$ cat src/rtl/codec_reg_pkg.sv
// Shared definitions for the codec control-port target.
// Holds the FSM state type, the register-file geometry and the power-on
// register defaults, so the RTL and anything else that needs them agree.
package codec_reg_pkg;

  typedef enum logic [2:0] {
    ST_IDLE     = 3'd0,
    ST_DEV_BYTE = 3'd1,
    ST_DEV_ACK  = 3'd2,
    ST_HI_BYTE  = 3'd3,
    ST_HI_ACK   = 3'd4,
    ST_LO_BYTE  = 3'd5,
    ST_LO_ACK   = 3'd6,
    ST_IGNORE   = 3'd7
  } state_t;

  localparam int NUM_REGS = 10;

  localparam logic [3:0] RESET_REG_ADDR = 4'hF;

  // Element [0] is R0; the list reads R9 down to R0 from left to right.
  localparam logic [NUM_REGS-1:0][8:0] REG_DEFAULTS = {
    9'h000, 9'h000, 9'h00A, 9'h09F, 9'h008,
    9'h00A, 9'h079, 9'h079, 9'h097, 9'h097
  };

endpackage

$ cat src/rtl/i2c_cond_detect.sv
// I2C line conditioner: synchronizes SCL/SDA into the clk_50 domain and
// produces single-cycle SCL rise/fall and START/STOP pulses.
// START/STOP are only flagged while SCL was high in both the current and the
// previous sample, so they can never coincide with an SCL edge; an SDA change
// that lands together with an SCL rise is therefore seen as data.
module i2c_cond_detect #(
  parameter int SYNC_STAGES = 2
) (
  input  logic clk_50,
  input  logic ar,
  input  logic scl_in,
  input  logic sda_in,
  output logic sda_s,
  output logic scl_rise,
  output logic scl_fall,
  output logic start_det,
  output logic stop_det
);

  logic [SYNC_STAGES-1:0] scl_sync;
  logic [SYNC_STAGES-1:0] sda_sync;
  logic                   scl_d;
  logic                   sda_d;
  logic                   scl_s;

  // Synchronizer chains plus one delay flop per line for edge detection;
  // lines reset to the idle-high bus level.
  always_ff @(posedge clk_50 or negedge ar) begin
    if (!ar) begin
      scl_sync <= '1;
      sda_sync <= '1;
      scl_d    <= 1'b1;
      sda_d    <= 1'b1;
    end else begin
      scl_sync <= {scl_sync[SYNC_STAGES-2:0], scl_in};
      sda_sync <= {sda_sync[SYNC_STAGES-2:0], sda_in};
      scl_d    <= scl_sync[SYNC_STAGES-1];
      sda_d    <= sda_sync[SYNC_STAGES-1];
    end
  end

  assign scl_s     = scl_sync[SYNC_STAGES-1];
  assign sda_s     = sda_sync[SYNC_STAGES-1];
  assign scl_rise  =  scl_s & ~scl_d;
  assign scl_fall  = ~scl_s &  scl_d;
  assign start_det =  scl_s &  scl_d & ~sda_s &  sda_d;
  assign stop_det  =  scl_s &  scl_d &  sda_s & ~sda_d;

endmodule

$ cat src/rtl/codec_reg_target.sv
// Write-only I2C target modelling the audio codec control port.
// Accepts one {addr[6:0], data[8:0]} word per transaction after the device
// byte, commits it to a 10 x 9-bit shadow register file and strobes wr_stb.
// Optional feature macro: CODEC_RESET_REG_EN -- when defined, a write to
// address 15 restores all registers to their defaults; otherwise address 15
// is treated as an unimplemented register.
module codec_reg_target
  import codec_reg_pkg::*;
#(
  parameter logic [6:0] DEV_ADDR    = 7'h1A,
  parameter int         SYNC_STAGES = 2
) (
  input  logic       clk_50,
  input  logic       ar,
  input  logic       scl_in,
  input  logic       sda_in,
  output logic       sda_oe,
  output logic       wr_stb,
  output logic [6:0] wr_addr,
  output logic [8:0] wr_data,
  input  logic [3:0] rd_addr,
  output logic [8:0] rd_data,
  output logic       codec_active,
  output logic       busy,
  output logic       addr_err
);

  logic       sda_s;
  logic       scl_rise;
  logic       scl_fall;
  logic       start_det;
  logic       stop_det;

  state_t     state;
  logic [7:0] shreg;
  logic [7:0] hi_byte;
  logic [2:0] bit_cnt;
  logic       byte_done;
  logic       rst_pend;
  logic [8:0] regs [NUM_REGS];

  logic [6:0] commit_addr;
  logic [8:0] commit_data;
  logic       in_byte;

  i2c_cond_detect #(
    .SYNC_STAGES (SYNC_STAGES)
  ) u_cond (
    .clk_50    (clk_50),
    .ar        (ar),
    .scl_in    (scl_in),
    .sda_in    (sda_in),
    .sda_s     (sda_s),
    .scl_rise  (scl_rise),
    .scl_fall  (scl_fall),
    .start_det (start_det),
    .stop_det  (stop_det)
  );

  // The word being committed: address from the high byte, data bit 8 from the
  // high byte LSB and the low byte completed by the bit sampled this cycle.
  assign commit_addr = hi_byte[7:1];
  assign commit_data = {hi_byte[0], shreg[6:0], sda_s};
  assign in_byte     = (state == ST_DEV_BYTE) || (state == ST_HI_BYTE) ||
                       (state == ST_LO_BYTE);

  // Protocol FSM, shift register, commit logic and register file.
  always_ff @(posedge clk_50 or negedge ar) begin
    if (!ar) begin
      state     <= ST_IDLE;
      shreg     <= '0;
      hi_byte   <= '0;
      bit_cnt   <= '0;
      byte_done <= 1'b0;
      rst_pend  <= 1'b0;
      sda_oe    <= 1'b0;
      wr_stb    <= 1'b0;
      wr_addr   <= '0;
      wr_data   <= '0;
      busy      <= 1'b0;
      addr_err  <= 1'b0;
      for (int i = 0; i < NUM_REGS; i++) regs[i] <= REG_DEFAULTS[i];
    end else begin
      wr_stb   <= 1'b0;
      addr_err <= 1'b0;
      if (rst_pend) begin
        rst_pend <= 1'b0;
        for (int i = 0; i < NUM_REGS; i++) regs[i] <= REG_DEFAULTS[i];
      end
      if (start_det) begin
        state     <= ST_DEV_BYTE;
        bit_cnt   <= '0;
        byte_done <= 1'b0;
        sda_oe    <= 1'b0;
      end else if (stop_det) begin
        state     <= ST_IDLE;
        byte_done <= 1'b0;
        sda_oe    <= 1'b0;
        busy      <= 1'b0;
      end else if (scl_rise) begin
        if (in_byte) begin
          shreg   <= {shreg[6:0], sda_s};
          bit_cnt <= bit_cnt + 3'd1;
          if (bit_cnt == 3'd7) begin
            byte_done <= 1'b1;
            if (state == ST_LO_BYTE) begin
              if (commit_addr < 7'(NUM_REGS)) begin
                regs[commit_addr[3:0]] <= commit_data;
                wr_stb  <= 1'b1;
                wr_addr <= commit_addr;
                wr_data <= commit_data;
              end
`ifdef CODEC_RESET_REG_EN
              else if (commit_addr == {3'b000, RESET_REG_ADDR}) begin
                wr_stb   <= 1'b1;
                wr_addr  <= commit_addr;
                wr_data  <= commit_data;
                rst_pend <= 1'b1;
              end
`endif
              else begin
                addr_err <= 1'b1;
              end
            end
          end
        end
      end else if (scl_fall) begin
        case (state)
          ST_DEV_BYTE: if (byte_done) begin
            byte_done <= 1'b0;
            if (shreg == {DEV_ADDR, 1'b0}) begin
              state  <= ST_DEV_ACK;
              sda_oe <= 1'b1;
              busy   <= 1'b1;
            end else begin
              state <= ST_IGNORE;
            end
          end
          ST_HI_BYTE: if (byte_done) begin
            byte_done <= 1'b0;
            hi_byte   <= shreg;
            state     <= ST_HI_ACK;
            sda_oe    <= 1'b1;
          end
          ST_LO_BYTE: if (byte_done) begin
            byte_done <= 1'b0;
            state     <= ST_LO_ACK;
            sda_oe    <= 1'b1;
          end
          ST_DEV_ACK: begin
            sda_oe  <= 1'b0;
            bit_cnt <= '0;
            state   <= ST_HI_BYTE;
          end
          ST_HI_ACK: begin
            sda_oe  <= 1'b0;
            bit_cnt <= '0;
            state   <= ST_LO_BYTE;
          end
          ST_LO_ACK: begin
            sda_oe <= 1'b0;
            state  <= ST_IGNORE;
          end
          default: ;
        endcase
      end
    end
  end

  // Combinational register-file read port; unimplemented addresses read 0.
  always_comb begin
    rd_data = '0;
    if (rd_addr < 4'(NUM_REGS)) rd_data = regs[rd_addr];
  end

  assign codec_active = regs[9][0];

endmodule

$ cat config.mk
export PLATFORM = sky130hd
export DESIGN_NAME = codec_reg_target
export DESIGN_NICKNAME = d
export VERILOG_FILES = /design/src/rtl/codec_reg_pkg.sv /design/src/rtl/i2c_cond_detect.sv /design/src/rtl/codec_reg_target.sv
export SDC_FILE = /design/constraint.sdc
export NUM_CORES = 1
export LEC_CHECK = 0
export ABC_AREA = 1
export ABC_CLOCK_PERIOD_IN_PS = 3400
export BUFFER_PORTS_ARGS = -buffer_cell sky130_fd_sc_hd__buf_2
export CAP_MARGIN = 10
export CORE_MARGIN = 5
export CORE_UTILIZATION = 50
export CTS_CLUSTER_SIZE = 28
export DETAILED_ROUTE_END_ITERATION = 6
export GPL_ROUTABILITY_DRIVEN = 0
export PLACE_DENSITY = 0.73
export REMOVE_ABC_BUFFERS = 1
export SLEW_MARGIN = 20
export SYNTH_ARGS = -nofsm -noshare
export SYNTH_HDL_FRONTEND = slang
export SYNTH_SLANG_ARGS = --single-unit
$ cat constraint.sdc
create_clock -name clk_50 -period 3.4 [get_ports clk_50]
set_clock_uncertainty 0.2 [all_clocks]
set_input_delay 0.17 -clock clk_50 [delete_from_list [all_inputs] [get_ports clk_50]]
set_output_delay 0.17 -clock clk_50 [all_outputs]
set_load 0.01 [all_outputs]
==> results.env <==
FINAL.SETUP.TNS_NS=0
RSZ0062_AT_GRT='false'
GRT_PASS1_VIAS=5957
SLEW-LIMIT-HEADROOM_PCT=34.19
SETUP.WORST_PATH.START_CLASS='flop'
FINAL_MIN_PERIOD_OVER_CLOCK_PERIOD_PCT=72.39
GLOBALROUTETOTALUTIL_PCT=23.14
FINAL_UTIL_PCT=57.30
RR_WORST_DEPTH=8
DR_TOTAL_VIAS=6179
SYNTH.AREA.TOP_CELLS='sky130_fd_sc_hd__dfrtp_1 (37%), sky130_fd_sc_hd__nand2_1 (18%), sky130_fd_sc_hd__dfstp_2 (14%)'
CTS-HOLD-FIX-BUFFERS=3
NUMBER_OF_ROUTED_NETS_WITH_ANTENNA_VIOLATIONS=0
SYNTH_AREA_LEADER_CELL='sky130_fd_sc_hd__dfrtp_1'
DRT_WL_TOTAL_UM=18150
CLK_PWR_SHARE_PCT=42.0
SYNTH_WARNINGS=0
POSTLAYOUTSETUPSLACKWORST_NS=0.9387
DRIVE_GT1_SHARE_PCT=15.04
DIE_H_UM=128.3
ANTENNA_FOUND_INITIAL=0
SETUP_VIOL_COUNT_FINAL=0
CTS-ROOT-BUF='sky130_fd_sc_hd__clkbuf_16'
FINAL_HOLD_VIOL_COUNT=0
DETAIL_ROUTE.ITER0.VIOLATIONS=681
PLACE.PORT_BUFFERS=37
MOST_COMMON_LIBRARY_CELL_IN_THE_LAYOUT_IGNORING_FILL_AND_TAPS='sky130_fd_sc_hd__nand2_1'
CTS.SINKS=139
FLOORPLAN.CORE_AREA_MM2=0.01377
P_TOTAL_mW=4.447
MOSTFREQUENTLAYOUTCELLS='sky130_fd_sc_hd__nand2_1 (327), sky130_fd_sc_hd__dfrtp_1 (102), sky130_fd_sc_hd__nand4_1 (95), sky130_fd_sc_hd__nor2_1 (83), sky130_fd_sc_hd__o21ai_0 (47)'
SORT_OF_ELEMENT_AT_THE_END_OF_THE_CRITICAL_PATH='flop'
TOTAL_LEAKAGE_POWER_nW=3.889
TIMING.CRITICAL_PATH.CELLS='inv_2 -> nand3_2 -> nand2_1 -> nor2_4 -> buf_12 -> nand3_4 -> nand2_1 -> nand2_1'
WHS_NS=0.1332
CRIT_TYPE='flop to flop'
CLK_PIN_SLEW_WORST_PATHS_NS=0.06
MIN_PATH_TYPE='input port to async pin'
SLOWEST_STAGE='sky130_fd_sc_hd__dfstp_2'
FINAL-SEQ-AREA_MM2=0.003525
POWER.DENSITY_mW_PER_MM2=563.4
CRITICAL_PATH.MAX_FANOUT=62
CP_DATA_REQUIRED_TIME_NS=3.51
PLACEDINSTANCEAREA_MM2=0.007273
DP_CELLS=1049
ROWS=43
ROUTE.DETAILED.DRC=0
DRV_CAP=0
FLOORPLAN.DIE_AREA_MM2=0.01645
POST_SYN_AREA_PER_CELL_UM2=8.056
PLACEMENT.SETUP.WORST_SLACK_NS=0.9845
POWER.SHARE.SWITCHING_PCT=30.41
PWR-SHARE-COMB_PCT=13.2
LAYOUTNONFILLERINSTCOUNT=1084
GRT_START_MAX_NET_PINS=101
SYNTH_AREA_MM2=0.006993
SLEW_OF_THE_PIN_WITH_THE_LOWEST_SLEW_MARGIN_NS=0.9835
CTS_MAX_PATH_BUFFERS=2
CTS_MAX_LEVEL=4
CELLINTERNALPOWER_mW=3.095
CRIT_BUF_INV=2
POSTCTSSETUPBUFFERS=0
FIRSTDRTPASSITERS=7
CP_TOP_FAMILY='simple AND/OR/NAND/NOR gates'
SYNTH.YOSYS.SEQ_AREA_SHARE_PCT=50.40
FILLERS=1281
SWITCHING_COMPONENT_OF_THE_POWER_mW=1.352
SYNTH_TOP_AREA_SHARE_PCT=36.50
NUM-NETS-FINAL=904
SLEW_VIOL_FINAL=0
MAX_STAGE_DELAY_NS=0.73
CHIPWIDTH_UM=128.3
BOUNDARYPINS=38
DP_HPWL_UM=11570
REG_POWER_SHARE_PCT=44.8
GRT_OVERFLOW_TOTAL=0
START_UTIL_PCT=50.77
WORST-PATH-STAGES=8
STATUS='complete, no violations'
POST-ROUTE-MIN-PERIOD_NS=2.461
DETAIL_ROUTE.WL_PER_CELL_UM=16.75
MAX_FREQ_MHz=406.3
CLOCK_TREE_FROM_TRITONCTS='built'
AREA_USED_BY_MULTI_INPUT_COMBINATIONAL_LOGIC_MM2=0.003062
CP_DATA_ARRIVAL_TIME_NS=2.57
CTS_BUFFERS=17
CLOCK_LATENCY_REPORTED_FOR_THE_LATE_SIDE_OF_THE_WORST_SKEW_PAIR_NS=0.42
CRITPATHMOSTFREQUENTCELL='sky130_fd_sc_hd__nand2_1'
COUNT_OF_INSTANCES_RESIZED_AFTER_THE_CLOCK_TREE_IS_BUILT=0
WORST_IR_DROP_VDD_uV=416.2
FINAL_CELL_AREA_MM2=0.007893
YS_FF_LATCH=139
DIODES=0
POSTSYNTHCELLCOUNT=868
POST_SYNTH_NUM_CELL_TYPES=28
WIRE_LENGTH_OF_THE_FIRST_GLOBAL_ROUTING_PASS_UM=30000
DRT-VIAS-PER-INSTANCE=5.700
AREA.GROWTH.SYNTH_TO_FINAL_PCT=12.86
## layout make-up
class | count | share of cell area, %
Sequential cell | 139 | 44.66
Timing Repair Buffer | 54 | 4.613
Clock buffer | 25 | 6.024
Multi-Input combinational cell | 645 | 38.79
Clock inverter | 7 | 1.443
Tap cell | 180 | 2.854
Inverter | 34 | 1.617
## registers in the layout, indices dropped and copies added (netlist names), 2 cells and up
name and cells:
wr_data 9, hi_byte 8, state 3, u_cond.sda_sync 2, u_cond.scl_sync 2, shreg 8, regs 89, bit_cnt 3
wr_addr 7
## Yosys cell counts (all sizes together)
library cell,number
a21oi,11
a31oi,3
buf,28
clkbuf,22
clkinv,3
dfrtp,102
dfstp,37
ha,5
inv,31
nand2,330
nand3,48
nand4,95
nor2,85
nor3,2
nor4b,1
o211ai,8
o21ai,57
## worst register-to-register path: stages (launching register included)
cell	delay, ns
sky130_fd_sc_hd__dfstp_2	0.73
sky130_fd_sc_hd__inv_2	0.10
sky130_fd_sc_hd__nand3_2	0.13
sky130_fd_sc_hd__nand2_1	0.13
sky130_fd_sc_hd__nor2_4	0.34
sky130_fd_sc_hd__buf_12	0.34
sky130_fd_sc_hd__nand3_4	0.20
sky130_fd_sc_hd__nand2_1	0.12
sky130_fd_sc_hd__nand2_1	0.06
## final timing paths
path | start | endpoint | slack, ns
hold / removal | ar | regs[56]$_DFFE_PN0P_ | 0.13
min in group clk_50 | u_cond.scl_sync[0]$_DFF_PN1_ | u_cond.scl_sync[1]$_DFF_PN1_ | 0.16
setup / recovery | u_cond.sda_sync[1]$_DFF_PN1_ | regs[20]$_DFFE_PN0P_ | 0.94
max in group asynchronous | ar | regs[46]$_DFFE_PN1P_ | 1.99
setup reg to reg | u_cond.sda_sync[1]$_DFF_PN1_ | regs[20]$_DFFE_PN0P_ | 0.94
hold reg to reg | u_cond.scl_sync[0]$_DFF_PN1_ | u_cond.scl_sync[1]$_DFF_PN1_ | 0.16
## layer usage
layer / share of wire [%] / track usage [%] / vias to the layer above / wire [µm]
li1: - / - / 2956 / -
met1: 44 / 30.41 / 2934 / 7939
met2: 47 / 36.38 / 238 / 8471
met3: 6.6 / 5.500 / 51 / 1207
met4: 3.0 / 10.55 / 0 / 536
met5: 0 / 0 / - / 0
## cells by family (layout without fill, tap and decap cells)
group	Yosys count	after routing	synth area share, %
simple gates	561	561	36.73
flops	139	139	50.40
fa+ha+maj	5	5	0.8946
buf+inv	84	120	5.815
compound gates	79	79	6.155
## power by group through the flow
stage | clock (mW) | combinational (mW) | sequential, mW
after CTS | 1.88 | 0.583 | 1.98
after global routing | 1.96 | 0.663 | 2.00
final | 1.87 | 0.588 | 1.99
after global placement | 0 | 0.564 | 2.01
after detailed placement | 0 | 0.572 | 2.01
after floorplan | 0 | 0.373 | 1.90
Note: power is estimated with default switching activity, not from simulation.
